File: src/rtl/ysyx_25060170_wbu.sv
// Write-back unit: two producer FIFOs (EXU, LSU) merged by a round-robin arbiter
// into a registered GPR write port, with a combinational pending-write query.
module ysyx_25060170_wbu #(
    parameter int DEPTH = 2
) (
    input  logic        clk,
    input  logic        rst,
    input  logic        exu_valid_i,
    output logic        exu_ready_o,
    input  logic        exu_wen_i,
    input  logic [4:0]  exu_rd_i,
    input  logic [31:0] exu_data_i,
    input  logic        lsu_valid_i,
    output logic        lsu_ready_o,
    input  logic        lsu_wen_i,
    input  logic [4:0]  lsu_rd_i,
    input  logic [31:0] lsu_data_i,
    output logic        gpr_we_o,
    output logic [4:0]  gpr_waddr_o,
    output logic [31:0] gpr_wdata_o,
    input  logic [4:0]  query_r1_i,
    input  logic [4:0]  query_r2_i,
    output logic        pend1_o,
    output logic        pend2_o,
    output logic [31:0] commit_cnt_o
);
    localparam int PW = $clog2(DEPTH);
    localparam int CW = PW + 1;
    localparam logic [CW-1:0] FULL = CW'(DEPTH);
    localparam logic SEL_EXU = 1'b0;
    localparam logic SEL_LSU = 1'b1;

    typedef struct packed {
        logic        wen;
        logic [4:0]  rd;
        logic [31:0] data;
    } entry_t;

    entry_t          exu_mem [DEPTH];
    entry_t          lsu_mem [DEPTH];
    logic [PW-1:0]   exu_wp, exu_rp, lsu_wp, lsu_rp;
    logic [CW-1:0]   exu_cnt, lsu_cnt;
    logic            last_sel;
    logic            push_exu, push_lsu, pop_exu, pop_lsu;
    logic [DEPTH-1:0] exu_live, lsu_live;
    entry_t          head;

    // Ready ignores a same-cycle pop, so a full FIFO never accepts.
    assign exu_ready_o = (exu_cnt != FULL) & ~rst;
    assign lsu_ready_o = (lsu_cnt != FULL) & ~rst;
    assign push_exu    = exu_valid_i & exu_ready_o;
    assign push_lsu    = lsu_valid_i & lsu_ready_o;

    assign pop_lsu = (lsu_cnt != '0) & ((exu_cnt == '0) | (last_sel == SEL_EXU));
    assign pop_exu = (exu_cnt != '0) & ~pop_lsu;
    assign head    = pop_lsu ? lsu_mem[lsu_rp] : exu_mem[exu_rp];

    always_ff @(posedge clk) begin
        if (push_exu) exu_mem[exu_wp] <= '{exu_wen_i, exu_rd_i, exu_data_i};
        if (push_lsu) lsu_mem[lsu_wp] <= '{lsu_wen_i, lsu_rd_i, lsu_data_i};
    end

    always_ff @(posedge clk) begin
        if (rst) begin
            exu_wp  <= '0;
            exu_rp  <= '0;
            exu_cnt <= '0;
        end else begin
            if (push_exu) exu_wp <= exu_wp + PW'(1);
            if (pop_exu)  exu_rp <= exu_rp + PW'(1);
            case ({push_exu, pop_exu})
                2'b10:   exu_cnt <= exu_cnt + CW'(1);
                2'b01:   exu_cnt <= exu_cnt - CW'(1);
                default: exu_cnt <= exu_cnt;
            endcase
        end
    end

    always_ff @(posedge clk) begin
        if (rst) begin
            lsu_wp  <= '0;
            lsu_rp  <= '0;
            lsu_cnt <= '0;
        end else begin
            if (push_lsu) lsu_wp <= lsu_wp + PW'(1);
            if (pop_lsu)  lsu_rp <= lsu_rp + PW'(1);
            case ({push_lsu, pop_lsu})
                2'b10:   lsu_cnt <= lsu_cnt + CW'(1);
                2'b01:   lsu_cnt <= lsu_cnt - CW'(1);
                default: lsu_cnt <= lsu_cnt;
            endcase
        end
    end

    always_ff @(posedge clk) begin
        if (rst) begin
            last_sel     <= SEL_EXU;
            gpr_we_o     <= 1'b0;
            gpr_waddr_o  <= '0;
            gpr_wdata_o  <= '0;
            commit_cnt_o <= '0;
        end else if (pop_exu | pop_lsu) begin
            last_sel     <= pop_lsu ? SEL_LSU : SEL_EXU;
            gpr_we_o     <= head.wen & (head.rd != 5'd0);
            gpr_waddr_o  <= head.rd;
            gpr_wdata_o  <= head.data;
            commit_cnt_o <= commit_cnt_o + 32'd1;
        end else begin
            gpr_we_o     <= 1'b0;
        end
    end

    // A slot is live when its distance from the read pointer is below the count.
    always_comb begin
        exu_live = '0;
        lsu_live = '0;
        for (int i = 0; i < DEPTH; i++) begin
            exu_live[i] = {1'b0, PW'(i) - exu_rp} < exu_cnt;
            lsu_live[i] = {1'b0, PW'(i) - lsu_rp} < lsu_cnt;
        end
    end

    always_comb begin
        pend1_o = gpr_we_o & (gpr_waddr_o == query_r1_i);
        pend2_o = gpr_we_o & (gpr_waddr_o == query_r2_i);
        for (int i = 0; i < DEPTH; i++) begin
            if (exu_live[i] && exu_mem[i].wen) begin
                if (exu_mem[i].rd == query_r1_i) pend1_o = 1'b1;
                if (exu_mem[i].rd == query_r2_i) pend2_o = 1'b1;
            end
            if (lsu_live[i] && lsu_mem[i].wen) begin
                if (lsu_mem[i].rd == query_r1_i) pend1_o = 1'b1;
                if (lsu_mem[i].rd == query_r2_i) pend2_o = 1'b1;
            end
        end
        if (query_r1_i == 5'd0) pend1_o = 1'b0;
        if (query_r2_i == 5'd0) pend2_o = 1'b0;
    end
endmodule

File: config.mk
export PLATFORM = sky130hd
export DESIGN_NAME = ysyx_25060170_wbu
export DESIGN_NICKNAME = d
export VERILOG_FILES = /design/src/rtl/ysyx_25060170_wbu.sv
export SDC_FILE = /design/constraint.sdc
export NUM_CORES = 1
export LEC_CHECK = 0
export BUFFER_PORTS_ARGS = -buffer_cell sky130_fd_sc_hd__buf_2
export CAP_MARGIN = 20
export CELL_PAD_IN_SITES_DETAIL_PLACEMENT = 0
export CELL_PAD_IN_SITES_GLOBAL_PLACEMENT = 1
export CORE_MARGIN = 5
export CORE_UTILIZATION = 28
export DETAILED_ROUTE_END_ITERATION = 6
export GPL_ROUTABILITY_DRIVEN = 0
export PLACE_DENSITY_LB_ADDON = 0.12
export SYNTH_ARGS = -nofsm -noshare
export SYNTH_HDL_FRONTEND = slang
export SYNTH_SLANG_ARGS = --single-unit
File: constraint.sdc
create_clock -name clk -period 2.83 [get_ports clk]
set_input_delay 0.1415 -clock clk [delete_from_list [all_inputs] [get_ports clk]]
set_output_delay 0.1415 -clock clk [all_outputs]
set_load 0.05 [all_outputs]
==> impl_table.tex <==
\begin{tabular}{lr}
\hline
Metric & Value \\
\hline
\multicolumn{2}{l}{\textbf{STA}} \\
\quad Setup repair after global routing missed its margin & false \\
\quad Final clock period utilization by the worst path & 87.31\% \\
\quad Setup skew after layout & 0.01627 ns \\
\quad Worst rel slew slack & 43.85\% \\
\quad Maximum achievable frequency & 0.4047 GHz \\
\quad Pins Over Slew Limit & 0 \\
\quad Final number of hold-violating endpoints & 0 \\
\quad Total Negative Setup Slacks & 0 ns \\
\quad Minimum period implied by the final worst setup slack & 2.471 ns \\
\quad Number of setup violations in the final report & 0 \\
\quad Transition time at the pin with the least slew margin & 0.8423 ns \\
\quad Worst hold slack across all endpoints & 0.06569 ns \\
\multicolumn{2}{l}{\textbf{Setup path}} \\
\quad Critical path startpoint category & flop \\
\quad Max stage delay cell, worst path & sky130\_fd\_sc\_hd\_\_dfxtp\_1 \\
\quad CP cell instances & a21o\_1, nand2\_1, nor4\_1, a31oi\_1, a21oi\_1, buf\_2 \\
\quad Critical path capture point type & primary output \\
\quad Required time at the worst-slack endpoint & 2.69 ns \\
\quad Top fanout value on the critical path & 9 \\
\quad Family with the most delay on the worst path & flip-flops \\
\quad Worst path max stage delay & 0.55 ns \\
\quad Type of the worst setup path & flop to primary output \\
\quad Worst path arrival time & 2.33 ns \\
\quad Buffers plus inverters on the worst setup path & 1 \\
\multicolumn{2}{l}{\textbf{Logic synthesis}} \\
\quad Mapped Nets & 806 \\
\quad Gate count after technology mapping & 713 \\
\quad Number of enable flip-flop cells after synthesis & 152 \\
\quad Main synth FF type & sky130\_fd\_sc\_hd\_\_edfxtp\_1 \\
\quad Average size of a mapped cell & 13.37 sq um \\
\quad Ys Warns & 0 \\
\quad \#FFs+latches synth & 233 \\
\quad Post-Syn Area & 9534 sq um \\
\quad Synth unique cells & 43 \\
\quad Fraction of the yosys area taken by sequential cells & 64.88\% \\
\quad Async set-or-reset flop fraction in the synthesized netlist & 0\% \\
\multicolumn{2}{l}{\textbf{Routing}} \\
\quad Total DRC errors in the routed layout & 0 \\
\quad Post-route ant nets & 0 \\
\quad Detailed router's first-iteration violation count & 296 \\
\quad Routed len/inst & 18.38 um \\
\quad Vias after detailed routing & 6313 \\
\quad Length of the first detailed-routing pass in iterations & 5 \\
\quad Detail-routed via count per cell & 4.443 \\
\quad Total wire length & 26120 um \\
\multicolumn{2}{l}{\textbf{Clock network}} \\
\quad TritonCTS clock tree & yes \\
\quad Gates resized, CTS repair & 0 \\
\quad Clock sinks & 233 \\
\quad Clock latency of the later-clocked register in the worst-skew pair & 0.54 ns \\
\quad Worst-path clk slew & 0.05 ns \\
\quad Clk Tree Root Cell & sky130\_fd\_sc\_hd\_\_clkbuf\_16 \\
\quad Total clock buffers created by CTS & 28 \\
\quad H-tree depth & 1 \\
\quad Deepest clock path buffer count & 3 \\
\multicolumn{2}{l}{\textbf{Floorplanning}} \\
\quad Die Y-Extent & 194.5 um \\
\quad Die area & 37840 sq um \\
\quad Overall die width & 194.5 um \\
\quad Initial core utilization & 28.36\% \\
\quad Count of boundary I/O pins & 164 \\
\quad Row count & 67 \\
\quad Placeable core area & 33620 sq um \\
\multicolumn{2}{l}{\textbf{Status}} \\
\quad Outcome & finished clean \\
\multicolumn{2}{l}{\textbf{Global route}} \\
\quad Wire length of the first global-routing pass & 40380 um \\
\quad Tot GR Track Use & 13.50\% \\
\quad Number of antenna violations at the first check in global routing & 0 \\
\quad Largest net degree at the start of global routing & 46 \\
\quad Via count of the first global-routing pass & 6626 \\
\quad Sum of overflow across all layers after global routing & 0 \\
\multicolumn{2}{l}{\textbf{Min path}} \\
\quad Hold/Removal Path Class & primary input to flop \\
\multicolumn{2}{l}{\textbf{Place}} \\
\quad Estimated wirelength of the detail-placed design & 17510 um \\
\quad IO buf count & 163 \\
\quad Area post-placement & 10880 sq um \\
\multicolumn{2}{l}{\textbf{Power and ir drop}} \\
\quad Lkg Pwr & 4.715 nW \\
\quad Largest vdd supply drop & 0.5400 mV \\
\quad Total power density per cell area & 953.1 nW/um\^{}2 \\
\multicolumn{2}{l}{\textbf{Finish}} \\
\quad Proportion of layout cells with a drive suffix above 1 & 30.22\% \\
\quad Net count of the finished layout & 1044 \\
\quad Antenna diode count & 0 \\
\quad \# fillers & 3305 \\
\quad Layout area overhead & 31.90\% \\
\quad Total non-filler cell area in the finished layout & 12580 sq um \\
\multicolumn{2}{l}{\textbf{Run}} \\
\quad Max-cap viol count & 0 \\
\hline
\end{tabular}
==> path summary, 6_finish.rpt <==
kind | start | end | slack (ns) | cells after the start
min reg2reg | gpr_wdata_o[17]$_SDFFE_PP0N_ | gpr_wdata_o[17]$_SDFFE_PP0N_ | 0.45 | 2
max reg2reg | lsu_cnt[0]$_SDFFE_PP0P_ | commit_cnt_o[26]$_SDFFE_PP0N_ | 0.74 | 7
max | exu_cnt[0]$_SDFFE_PP0P_ | pend1_o | 0.36 | 6
min | rst | lsu_cnt[0]$_SDFFE_PP0P_ | 0.07 | 2
==> Yosys cell counts, drive strengths merged, types with 3 or more instances <==
master / instances / area (sq um)
and2: 3 / 18.77
xor2: 59 / 516.8
inv: 3 / 11.26
nor4: 13 / 117.6
nand3: 18 / 90.09
a21oi: 23 / 115.1
edfxtp: 152 / 4564
ha: 3 / 37.54
or4: 3 / 22.52
and3: 5 / 31.28
xnor2: 30 / 262.8
and4: 4 / 35.03
nor3: 5 / 25.02
buf: 23 / 132.6
o211ai: 12 / 90.09
nand2: 43 / 161.4
nor2b: 3 / 18.77
o21ai: 4 / 20.01
clkbuf: 26 / 97.59
nor2: 74 / 280.3
mux2i: 19 / 190.2
dfxtp: 81 / 1622
mux2: 58 / 653.1
nand4: 12 / 81.33
a222oi: 23 / 230.2
==> flip-flops by register name, indices dropped and copies added, names as in the netlist, named ones only <==
| signal | count |
|---|---|
| commit_cnt_o | 32 |
| last_sel | 1 |
| lsu_mem | 76 |
| gpr_waddr_o | 5 |
| exu_mem | 76 |
| lsu_rp | 1 |
| exu_wp | 1 |
| lsu_wp | 1 |
| exu_cnt | 2 |
| exu_rp | 1 |
| gpr_we_o | 1 |
| lsu_cnt | 2 |
| gpr_wdata_o | 32 |
==> per-stage QoR <==
stage / power (mW) / utilization [%] / worst slack, ns / cells
after floorplan: 7.388 / - / 0.1156 / 713
after global placement: 8.508 / 32.35 / 0.7164 / 1293
after detailed placement: 8.506 / 32.35 / 0.7083 / 1293
after CTS: 12.22 / 37.41 / 0.3120 / 1421
after global routing: 12.66 / 37.41 / 0.2504 / 1421
final: 11.99 / 37.41 / 0.3592 / 1421
==> kinds of logic after synthesis <==
kind of cell,synth area share (%)
DFF,64.88
and+or+nand+nor,9.475
xor gates and xnor gates,8.176
muxes,8.845
AOI/OAI and AO/OA,5.696
buffers and inverters,2.533
adders and majority gates,0.3937
==> power breakdown <==
part	internal, mW	switching, mW
registers	4.13	0.412
clock network	2.21	1.35
logic	1.32	2.56
total	7.66	4.33
==> cell type report <==
type | instances | area [sq um] | area share (%)
Sequential cell | 233 | 6188 | 49.21
Multi-Input combinational cell | 428 | 3124 | 24.84
Timing Repair Buffer | 257 | 1752 | 13.93
Clock buffer | 44 | 840.8 | 6.686
Tap cell | 448 | 560.5 | 4.457
Clock inverter | 8 | 98.84 | 0.7860
Inverter | 3 | 11.26 | 0.08954
==> per-layer routing <==
metal | share of wire, % | up-vias | GRT usage [%] | routed length [um]
li1 | - | 3102 | - | -
met1 | 46 | 3034 | 18.45 | 12050
met2 | 48 | 139 | 22.67 | 12460
met3 | 4.1 | 38 | 2.233 | 1083
met4 | 2.0 | 0 | 2.943 | 521
met5 | 0 | - | 0 | 0
==> repair_timing <==
item                      in CTS  in global routing
setup buffers                  0                  0
hold endpoints to repair     152                  0
hold buffers                  76                  0
==> cell usage in the layout, fill, tap and decap left out, types with 4 or more instances in the layout <==
master / instances
sky130_fd_sc_hd__buf_2: 162
sky130_fd_sc_hd__edfxtp_1: 152
sky130_fd_sc_hd__dfxtp_1: 79
sky130_fd_sc_hd__dlygate4sd3_1: 76
sky130_fd_sc_hd__nor2_1: 71
sky130_fd_sc_hd__xor2_1: 59
sky130_fd_sc_hd__mux2_2: 58
sky130_fd_sc_hd__nand2_1: 43
sky130_fd_sc_hd__xnor2_1: 30
sky130_fd_sc_hd__clkbuf_16: 28
sky130_fd_sc_hd__a21oi_1: 23
sky130_fd_sc_hd__a222oi_1: 23
sky130_fd_sc_hd__mux2i_1: 19
sky130_fd_sc_hd__nand3_1: 18
sky130_fd_sc_hd__buf_4: 16
sky130_fd_sc_hd__o211ai_1: 12
sky130_fd_sc_hd__nand4_1: 11
sky130_fd_sc_hd__nor4_1: 10
sky130_fd_sc_hd__clkbuf_8: 8
sky130_fd_sc_hd__clkbuf_1: 8
sky130_fd_sc_hd__nor3_1: 5
sky130_fd_sc_hd__and4_1: 4
(Power assumes the default switching activity.)
